[config.mk]
export PLATFORM = sky130hd
export DESIGN_NAME = framebuffer_fetch_arbiter_flat
export DESIGN_NICKNAME = d
export VERILOG_FILES = /design/src/rtl/framebuffer_fetch_arbiter_if.sv /design/src/rtl/framebuffer_fetch_arbiter.sv /design/src/flat_wrapper.sv
export SDC_FILE = /design/constraint.sdc
export NUM_CORES = 1
export LEC_CHECK = 0
export ABC_AREA = 1
export BUFFER_PORTS_ARGS = -buffer_cell sky130_fd_sc_hd__buf_2
export CAP_MARGIN = 20
export CORE_AREA = 2 2 64 66
export DETAILED_ROUTE_END_ITERATION = 6
export DIE_AREA = 0 0 66 68
export PLACE_DENSITY = 0.95
export SYNTH_ARGS = -nofsm -noshare
export SYNTH_HDL_FRONTEND = slang
export SYNTH_SLANG_ARGS = --single-unit
[constraint.sdc]
create_clock -name clk -period 3.45 [get_ports clk]
set_input_delay 0.69 -clock clk [delete_from_list [all_inputs] [get_ports clk]]
set_output_delay 0.69 -clock clk [all_outputs]
set_load 0.01 [all_outputs]
[src/rtl/framebuffer_fetch_arbiter_if.sv]
// ---------------------------------------------------------------------------
// framebuffer_fetch_arbiter_if
//
// Purpose:
//   Bundles the two bus-like channels of the framebuffer fetch arbiter.
//   - The host write channel is a valid/ready handshake.
//   - The single-port framebuffer RAM channel carries address, read and write
//     strobes, and write data. Read data comes back one cycle after mem_re.
//
// Signals:
//   host_valid  host write request
//   host_ready  write accepted this cycle when host_valid & host_ready
//   host_addr   host write address (ADDR_W)
//   host_wdata  host write data (DATA_W)
//   mem_addr    RAM address (ADDR_W)
//   mem_re      RAM read strobe
//   mem_we      RAM write strobe
//   mem_wdata   RAM write data (DATA_W)
//   mem_rdata   RAM read data, valid one cycle after mem_re (DATA_W)
//
// Modports:
//   master  the environment side: host requester plus RAM model
//   slave   the arbiter side
// ---------------------------------------------------------------------------
interface framebuffer_fetch_arbiter_if #(
   parameter int ADDR_W = 17,
   parameter int DATA_W = 8
) ();

   logic              host_valid;
   logic              host_ready;
   logic [ADDR_W-1:0] host_addr;
   logic [DATA_W-1:0] host_wdata;

   logic [ADDR_W-1:0] mem_addr;
   logic              mem_re;
   logic              mem_we;
   logic [DATA_W-1:0] mem_wdata;
   logic [DATA_W-1:0] mem_rdata;

   modport master (
      output host_valid,
      output host_addr,
      output host_wdata,
      output mem_rdata,
      input  host_ready,
      input  mem_addr,
      input  mem_re,
      input  mem_we,
      input  mem_wdata
   );

   modport slave (
      input  host_valid,
      input  host_addr,
      input  host_wdata,
      input  mem_rdata,
      output host_ready,
      output mem_addr,
      output mem_re,
      output mem_we,
      output mem_wdata
   );

endinterface

[src/rtl/framebuffer_fetch_arbiter.sv]
// ---------------------------------------------------------------------------
// framebuffer_fetch_arbiter
//
// Purpose:
//   Shares one single-port framebuffer RAM between the video line fetcher and
//   a host write port. Every newline with fetch_en set starts a prefetch of the
//   requested framebuffer row into one bank of a ping-pong line buffer, while
//   the pixel pipeline displays the other bank. The host owns the RAM whenever
//   no fetch is running, and also gets one guaranteed slot every
//   HOST_SLOT_PERIOD cycles during a fetch so it can never be starved.
//
// Ports:
//   clk, reset        system clock, synchronous active-high reset
//   newline           one-cycle pulse at line start
//   fetch_en          sampled with newline: the next line must be fetched
//   fetch_y           framebuffer row to fetch, sampled with newline
//   bus               host write channel + RAM channel (slave modport)
//   lb_we             line buffer write strobe
//   lb_addr           line buffer pixel index
//   lb_wdata          line buffer write data
//   lb_bank           bank being filled; the display reads !lb_bank
//   fetch_busy        high while a fetch (including its final return) runs
//
// Optional feature (macro FETCH_UNDERRUN_DETECT_EN):
//   underrun          sticky flag, set when a newline arrives mid-fetch
//   underrun_count    number of such events, saturating at 255
//   When the macro is undefined the ports and logic are absent; the
//   abort/restart behaviour on a mid-fetch newline is the same either way.
// ---------------------------------------------------------------------------
module framebuffer_fetch_arbiter #(
   parameter int H_PIXELS         = 256,
   parameter int ADDR_W           = 17,
   parameter int DATA_W           = 8,
   parameter int HOST_SLOT_PERIOD = 4
) (
   input  logic                        clk,
   input  logic                        reset,
   input  logic                        newline,
   input  logic                        fetch_en,
   input  logic [8:0]                  fetch_y,
   framebuffer_fetch_arbiter_if.slave  bus,
   output logic                        lb_we,
   output logic [$clog2(H_PIXELS)-1:0] lb_addr,
   output logic [DATA_W-1:0]           lb_wdata,
   output logic                        lb_bank,
   output logic                        fetch_busy
`ifdef FETCH_UNDERRUN_DETECT_EN
   ,
   output logic                        underrun,
   output logic [7:0]                  underrun_count
`endif
);

   localparam int X_W    = $clog2(H_PIXELS);
   localparam int SLOT_W = $clog2(HOST_SLOT_PERIOD);

   localparam logic [X_W-1:0]    X_LAST    = X_W'(H_PIXELS - 1);
   localparam logic [SLOT_W-1:0] SLOT_LAST = SLOT_W'(HOST_SLOT_PERIOD - 1);

   typedef enum logic [1:0] {
      IDLE,
      FETCH,
      DRAIN
   } state_t;

   state_t state_q;
   state_t state_d;

   logic [8:0]        fetch_y_q;
   logic [X_W-1:0]    fetch_x_q;
   logic [SLOT_W-1:0] slot_q;
   logic              lb_bank_q;

   // Read-return pipeline: one stage, lined up with the RAM's one-cycle latency
   logic              rd_pend_q;
   logic [X_W-1:0]    rd_x_q;

   // Per-cycle decisions from the next-state logic
   logic start_fetch;
   logic host_take;
   logic rd_issue;
   logic overrun;

   // Next-state and RAM-port steering.
   // A newline seen during FETCH or DRAIN aborts the current line: that cycle
   // issues no access and either restarts on the new row or drops back to IDLE.
   // All strobes are forced low while reset is asserted so nothing leaks out
   // during the reset cycle itself.
   always_comb begin
      state_d        = state_q;
      start_fetch    = 1'b0;
      host_take      = 1'b0;
      rd_issue       = 1'b0;
      bus.host_ready = 1'b0;
      bus.mem_re     = 1'b0;
      bus.mem_we     = 1'b0;
      bus.mem_addr   = '0;
      bus.mem_wdata  = '0;

      if (!reset) begin
         unique case (state_q)
            IDLE: begin
               if (newline && fetch_en) begin
                  state_d     = FETCH;
                  start_fetch = 1'b1;
               end else begin
                  host_take = bus.host_valid;
               end
            end
            FETCH: begin
               if (newline) begin
                  state_d     = fetch_en ? FETCH : IDLE;
                  start_fetch = fetch_en;
               end else if (slot_q == SLOT_LAST && bus.host_valid) begin
                  host_take = 1'b1;
               end else begin
                  rd_issue = 1'b1;
                  if (fetch_x_q == X_LAST) begin
                     state_d = DRAIN;
                  end
               end
            end
            DRAIN: begin
               if (newline) begin
                  state_d     = fetch_en ? FETCH : IDLE;
                  start_fetch = fetch_en;
               end else begin
                  state_d = IDLE;
               end
            end
            default: begin
               state_d = IDLE;
            end
         endcase
      end

      if (host_take) begin
         bus.host_ready = 1'b1;
         bus.mem_we     = 1'b1;
         bus.mem_addr   = bus.host_addr;
         bus.mem_wdata  = bus.host_wdata;
      end

      if (rd_issue) begin
         bus.mem_re   = 1'b1;
         bus.mem_addr = ADDR_W'({fetch_y_q, fetch_x_q});
      end
   end

   assign overrun = newline && (state_q != IDLE);

   // State register plus fetch bookkeeping.
   // Starting a fetch latches the row, rewinds the pixel index and slot
   // counter, and flips the bank so the finished line becomes displayable.
   // The slot counter free-runs through every FETCH cycle, whether or not the
   // host actually uses its slot. fetch_x only advances on issued reads and
   // rewinds when the last pixel goes out.
   always_ff @(posedge clk) begin
      if (reset) begin
         state_q   <= IDLE;
         fetch_y_q <= '0;
         fetch_x_q <= '0;
         slot_q    <= '0;
         lb_bank_q <= 1'b0;
         rd_pend_q <= 1'b0;
         rd_x_q    <= '0;
      end else begin
         state_q   <= state_d;
         rd_pend_q <= rd_issue;
         rd_x_q    <= rd_issue ? fetch_x_q : '0;

         if (start_fetch) begin
            fetch_y_q <= fetch_y;
            fetch_x_q <= '0;
            slot_q    <= '0;
            lb_bank_q <= ~lb_bank_q;
         end else if (state_q == FETCH) begin
            slot_q <= (slot_q == SLOT_LAST) ? '0 : slot_q + 1'b1;
            if (rd_issue) begin
               fetch_x_q <= (fetch_x_q == X_LAST) ? '0 : fetch_x_q + 1'b1;
            end
         end
      end
   end

`ifdef FETCH_UNDERRUN_DETECT_EN
   // Underrun tracking: the flag is sticky until reset and the counter
   // saturates instead of wrapping, so a long-running overrun stays visible.
   always_ff @(posedge clk) begin
      if (reset) begin
         underrun       <= 1'b0;
         underrun_count <= '0;
      end else if (overrun) begin
         underrun <= 1'b1;
         if (underrun_count != 8'hFF) begin
            underrun_count <= underrun_count + 8'd1;
         end
      end
   end
`else
   logic unused_overrun;
   assign unused_overrun = overrun;
`endif

   // The pending read return is dropped if reset lands on the cycle it would
   // have been written, so no stray line-buffer write follows a reset.
   assign lb_we      = rd_pend_q && !reset;
   assign lb_addr    = rd_x_q;
   assign lb_wdata   = (rd_pend_q && !reset) ? bus.mem_rdata : '0;
   assign lb_bank    = lb_bank_q;
   assign fetch_busy = (state_q != IDLE);

endmodule
[src/flat_wrapper.sv]
// flat-port wrapper written by rule: the top's interface ports become plain ports
module framebuffer_fetch_arbiter_flat 
#(
   parameter int H_PIXELS         = 256,
   parameter int ADDR_W           = 17,
   parameter int DATA_W           = 8,
   parameter int HOST_SLOT_PERIOD = 4
)
  (clk, reset, newline, fetch_en, fetch_y, lb_we, lb_addr, lb_wdata, lb_bank, fetch_busy, bus_host_valid, bus_host_addr, bus_host_wdata, bus_mem_rdata, bus_host_ready, bus_mem_addr, bus_mem_re, bus_mem_we, bus_mem_wdata);
  framebuffer_fetch_arbiter_if #(.ADDR_W(ADDR_W), .DATA_W(DATA_W)) bus_i ();
  input  logic clk;
  input  logic reset;
  input  logic newline;
  input  logic fetch_en;
  input  logic [8:0] fetch_y;
  output logic lb_we;
  output logic [$clog2(H_PIXELS)-1:0] lb_addr;
  output logic [DATA_W-1:0] lb_wdata;
  output logic lb_bank;
  output logic fetch_busy;
  input wire logic [$bits(bus_i.host_valid)-1:0] bus_host_valid;
  input wire logic [$bits(bus_i.host_addr)-1:0] bus_host_addr;
  input wire logic [$bits(bus_i.host_wdata)-1:0] bus_host_wdata;
  input wire logic [$bits(bus_i.mem_rdata)-1:0] bus_mem_rdata;
  output wire logic [$bits(bus_i.host_ready)-1:0] bus_host_ready;
  output wire logic [$bits(bus_i.mem_addr)-1:0] bus_mem_addr;
  output wire logic [$bits(bus_i.mem_re)-1:0] bus_mem_re;
  output wire logic [$bits(bus_i.mem_we)-1:0] bus_mem_we;
  output wire logic [$bits(bus_i.mem_wdata)-1:0] bus_mem_wdata;
  assign bus_i.host_valid = bus_host_valid;
  assign bus_i.host_addr = bus_host_addr;
  assign bus_i.host_wdata = bus_host_wdata;
  assign bus_i.mem_rdata = bus_mem_rdata;
  assign bus_host_ready = bus_i.host_ready;
  assign bus_mem_addr = bus_i.mem_addr;
  assign bus_mem_re = bus_i.mem_re;
  assign bus_mem_we = bus_i.mem_we;
  assign bus_mem_wdata = bus_i.mem_wdata;
  framebuffer_fetch_arbiter #(.H_PIXELS(H_PIXELS), .ADDR_W(ADDR_W), .DATA_W(DATA_W), .HOST_SLOT_PERIOD(HOST_SLOT_PERIOD)) u_core (.clk(clk), .reset(reset), .newline(newline), .fetch_en(fetch_en), .fetch_y(fetch_y), .bus(bus_i), .lb_we(lb_we), .lb_addr(lb_addr), .lb_wdata(lb_wdata), .lb_bank(lb_bank), .fetch_busy(fetch_busy));
endmodule
==> impl_metrics.py <==
metrics = {
    "worst_setup_path": {
        "cp_cell_sequence": "inv_1 > ha_1 > nand2_1 > nor2_1 > o21ai_4 > o22ai_2 > buf_2",
        "r2r_cells": 8,
        "critPathTopFamily": "compound AO/OA/AOI/OAI gates",
        "cp_max_fo": 26,
        "reg2reg_from": "u_core.state_q[0]$_SDFFE_PP0P_",
        "worst-endpoint-arrival_ns": 2.19,
        "start_kind": "flip-flop",
        "path_buf_inv": 2,
        "path_class": "flip-flop to output pin",
        "end_kind": "output pin",
        "crit_required_ns": 2.76,
        "crit_path_max_incr_delay_ns": 0.67,
        "critPathSlowestCell": "o21ai_4",
        "reg2reg_slack_ns": 1.57,
        "r2r_end": "u_core.fetch_x_q[5]$_SDFFE_PP0P_",
    },
    "synth": {
        "synth_edf_count": 0,
        "syn_inst": 249,
        "synth_top_cell_by_area": "dfxtp_1",
        "synth-seq-cells": 31,
        "yosys.area.top_type_share_pct": 34.4,
        "synth.net_count": 302,
        "synthArstFlopShare_pct": 0,
        "synth_area_mm2": 0.00180,
        "yosysSeqAreaShare_pct": 34.4,
        "synth_warnings": 0,
        "synthTopCellsByArea": "dfxtp_1, nand2_1, o22ai_2, inv_1, nor2_1",
        "syn-mean-instance-area_um2": 7.24,
        "synth_flop_cell": "dfxtp_1",
        "synth_cell_types": 27,
    },
    "placed_design": {
        "gp_congestion": 0.791,
        "io_buffers": 93,
        "pre_cts_slack_ns": 0.733,
        "dp_hpwl_um": 3310,
    },
    "sta": {
        "relSlewSlack_pct": 44.4,
        "fin_crit_sh_pct": 83.5,
        "setup_viol": 0,
        "slew_violations": 0,
        "hold_viol": 0,
        "worstMarginPinSlew_ns": 0.831,
        "fin_ws_ns": 0.569,
        "min_period_ns": 2.88,
        "skew_ns": 0.00278,
        "grt_setup_unrepaired": "false",
        "fin_tns_setup_ns": 0,
        "timing.fmax_mhz": 347,
    },
    "floorplan": {
        "dieArea_mm2": 0.00449,
        "core_mm2": 0.00386,
        "die_h_um": 68,
        "ios": 94,
        "start_util_pct": 46.7,
        "dieWidth_um": 66,
        "rows": 23,
    },
    "route": {
        "routed_via_density": 4.76,
        "drtIter0Drc": 63,
        "drc_errors": 0,
        "wl_per_cell_um": 10.8,
        "ant_nets": 0,
        "routed_wl_um": 4230,
        "num_vias": 1862,
        "firstDrtPassIters": 4,
    },
    "pwr": {
        "swShare_pct": 36.6,
        "power.total_w": 0.00115,
        "switchingPower_w": 0.000420,
        "internal_power_w": 0.000728,
        "combPwrFrac_pct": 38.8,
        "power_density_mw_per_mm2": 490,
        "clockPowerShare_pct": 23.7,
        "leakage_nw": 1.29,
        "vdd_drop_max_v": 0.000346,
        "power_frac_seq_pct": 37.5,
    },
    "clock_tree": {
        "post_cts_resized": 0,
        "hold_buffers": 0,
        "post_cts_buffers": 0,
        "numCtsBuffers": 5,
        "htree_num_levels": 2,
        "clockRootBuffer": "clkbuf_8",
        "worstSkewPairLatency_ns": 0.27,
        "clock_sinks": 31,
        "clkTransAtPathRegs_ns": 0.06,
        "cts_buffer_depth": 2,
        "cts_tree": "yes",
    },
    "grt": {
        "grtUsageMet1_pct": 19.7,
        "overflow": 0,
        "met3_usage_pct": 4.93,
        "grtUsageMet2_pct": 35.0,
        "grt_max_degree": 49,
        "grt_antenna_before_repair": 0,
        "busiest_layer": "met2",
        "first_global_vias": 1560,
        "grt_usage_pct": 18.4,
        "grt_pass1_wl_um": 6420,
    },
    "layout": {
        "area_growth_pct": 30.0,
        "layout-drive-gt1-share_pct": 37.8,
        "nNetsFinal": 394,
        "fillCellCount": 365,
        "antennaDiodeCount": 0,
    },
    "flow_run": {
        "drv_cap": 0,
    },
    "hold_path": {
        "hold_end": "u_core.slot_q[1]$_SDFFE_PP0P_",
        "hp-start": "u_core.slot_q[1]$_SDFFE_PP0P_",
        "whs_path_depth": 2,
        "min_path_type": "flip-flop to flip-flop",
    },
    "run_status": {
        "status": "finished clean",
    },
}
## state kept, by name, indices dropped and copies added (netlist names)
| name | cells |
|---|---|
| u_core.lb_addr | 8 |
| u_core.fetch_y_q | 9 |
| u_core.slot_q | 2 |
| u_core.lb_bank | 1 |
| u_core.rd_pend_q | 1 |
| u_core.fetch_x_q | 8 |
| u_core.state_q | 2 |
## how the worst max path moves through the flow
stage,start,endpoint,slack (ns),cells past startpoint
floorplan,bus_host_valid,bus_mem_we,1.22,6
global placement,bus_host_valid,bus_mem_addr[16],0.83,6
detailed placement,bus_host_valid,bus_mem_addr[7],0.73,6
CTS,u_core.state_q[1]$_SDFFE_PP0P_,bus_mem_addr[7],0.55,7
global route,u_core.state_q[1]$_SDFFE_PP0P_,bus_mem_addr[7],0.41,7
finish,u_core.state_q[1]$_SDFFE_PP0P_,bus_mem_addr[7],0.57,7
## cell families (layout without fill, tap and decap cells)
logic type	after synthesis	after routing	share of synthesized area [%]
AOI/OAI and AO/OA	43	43	19.2
DFF	31	31	34.4
buffers and inverters	57	149	15.3
and+or+nand+nor	111	111	26.5
xor gates and xnor gates	1	1	0.486
adders and majority gates	6	6	4.17
## cell type report
| type | count | area [µm²] | share of cell area, % |
|---|---|---|---|
| clock buffers | 6 | 82.6 | 3.53 |
| inverters | 48 | 180 | 7.69 |
| clock inverters | 1 | 5.00 | 0.214 |
| well taps | 50 | 62.6 | 2.67 |
| repair buffers | 94 | 485 | 20.7 |
| multi-input cells | 161 | 906 | 38.7 |
| flip-flops and latches | 31 | 621 | 26.5 |
## synth_stat cells (3+ instances only)
library cell   n
nand2_1       52
inv_1         44
nor2_1        38
dfxtp_1       31
o22ai_2       14
a21oi_1       11
o21ai_0       11
nand3_1        9
ha_1           6
buf_4          4
buf_6          4
inv_2          4
nor2_2         3
nor3_1         3
o22ai_1        3
## tightest hold or removal path, cell delays in order, from the launching register on
cell and delay, ns:
dfxtp_1 0.31, nand2_1 0.06, a21oi_1 0.05
## layout by cell type (no fill, tap or decap), types with 3 or more instances in the layout
master    synthesis  layout
a21oi_1          11      11
buf_2             0      93
clkbuf_8          0       6
dfxtp_1          31      31
ha_1              6       6
inv_1            44      44
inv_2             4       4
nand2_1          52      52
nand3_1           9       9
nor2_1           38      38
nor2_2            3       3
nor3_1            3       3
o21ai_0          11      11
o22ai_1           3       3
o22ai_2          14      14
## power groups by stage
stage / clock [W] / combinational [W] / sequential, W
after floorplan: 0 / 0.000336 / 0.000432
after global routing: 0.000299 / 0.000502 / 0.000434
after detailed placement: 0 / 0.000445 / 0.000435
after CTS: 0.000281 / 0.000447 / 0.000429
final: 0.000273 / 0.000446 / 0.000430
after global placement: 0 / 0.000429 / 0.000433
## stage by stage
stage / instances / util, % / instance area (µm²) / hold WS, ns
3_3_place_gp: 384 / 58.5 / 2250 / 0.447
6_report: 391 / 60.7 / 2340 / 0.466
3_5_place_dp: 384 / 58.5 / 2250 / 0.463
4_1_cts: 391 / 60.7 / 2340 / 0.471
2_1_floorplan: 249 / - / 1800 / 0.437
5_1_grt: 391 / 60.7 / 2340 / 0.492
## per-layer routing
| metal | part of all wire (%) | wire length, µm |
|---|---|---|
| met5 | 0 | 0 |
| met1 | 41 | 1720 |
| met3 | 6.2 | 262 |
| met2 | 52 | 2190 |
| met4 | 1.3 | 56 |
(Power assumes the default switching activity.)
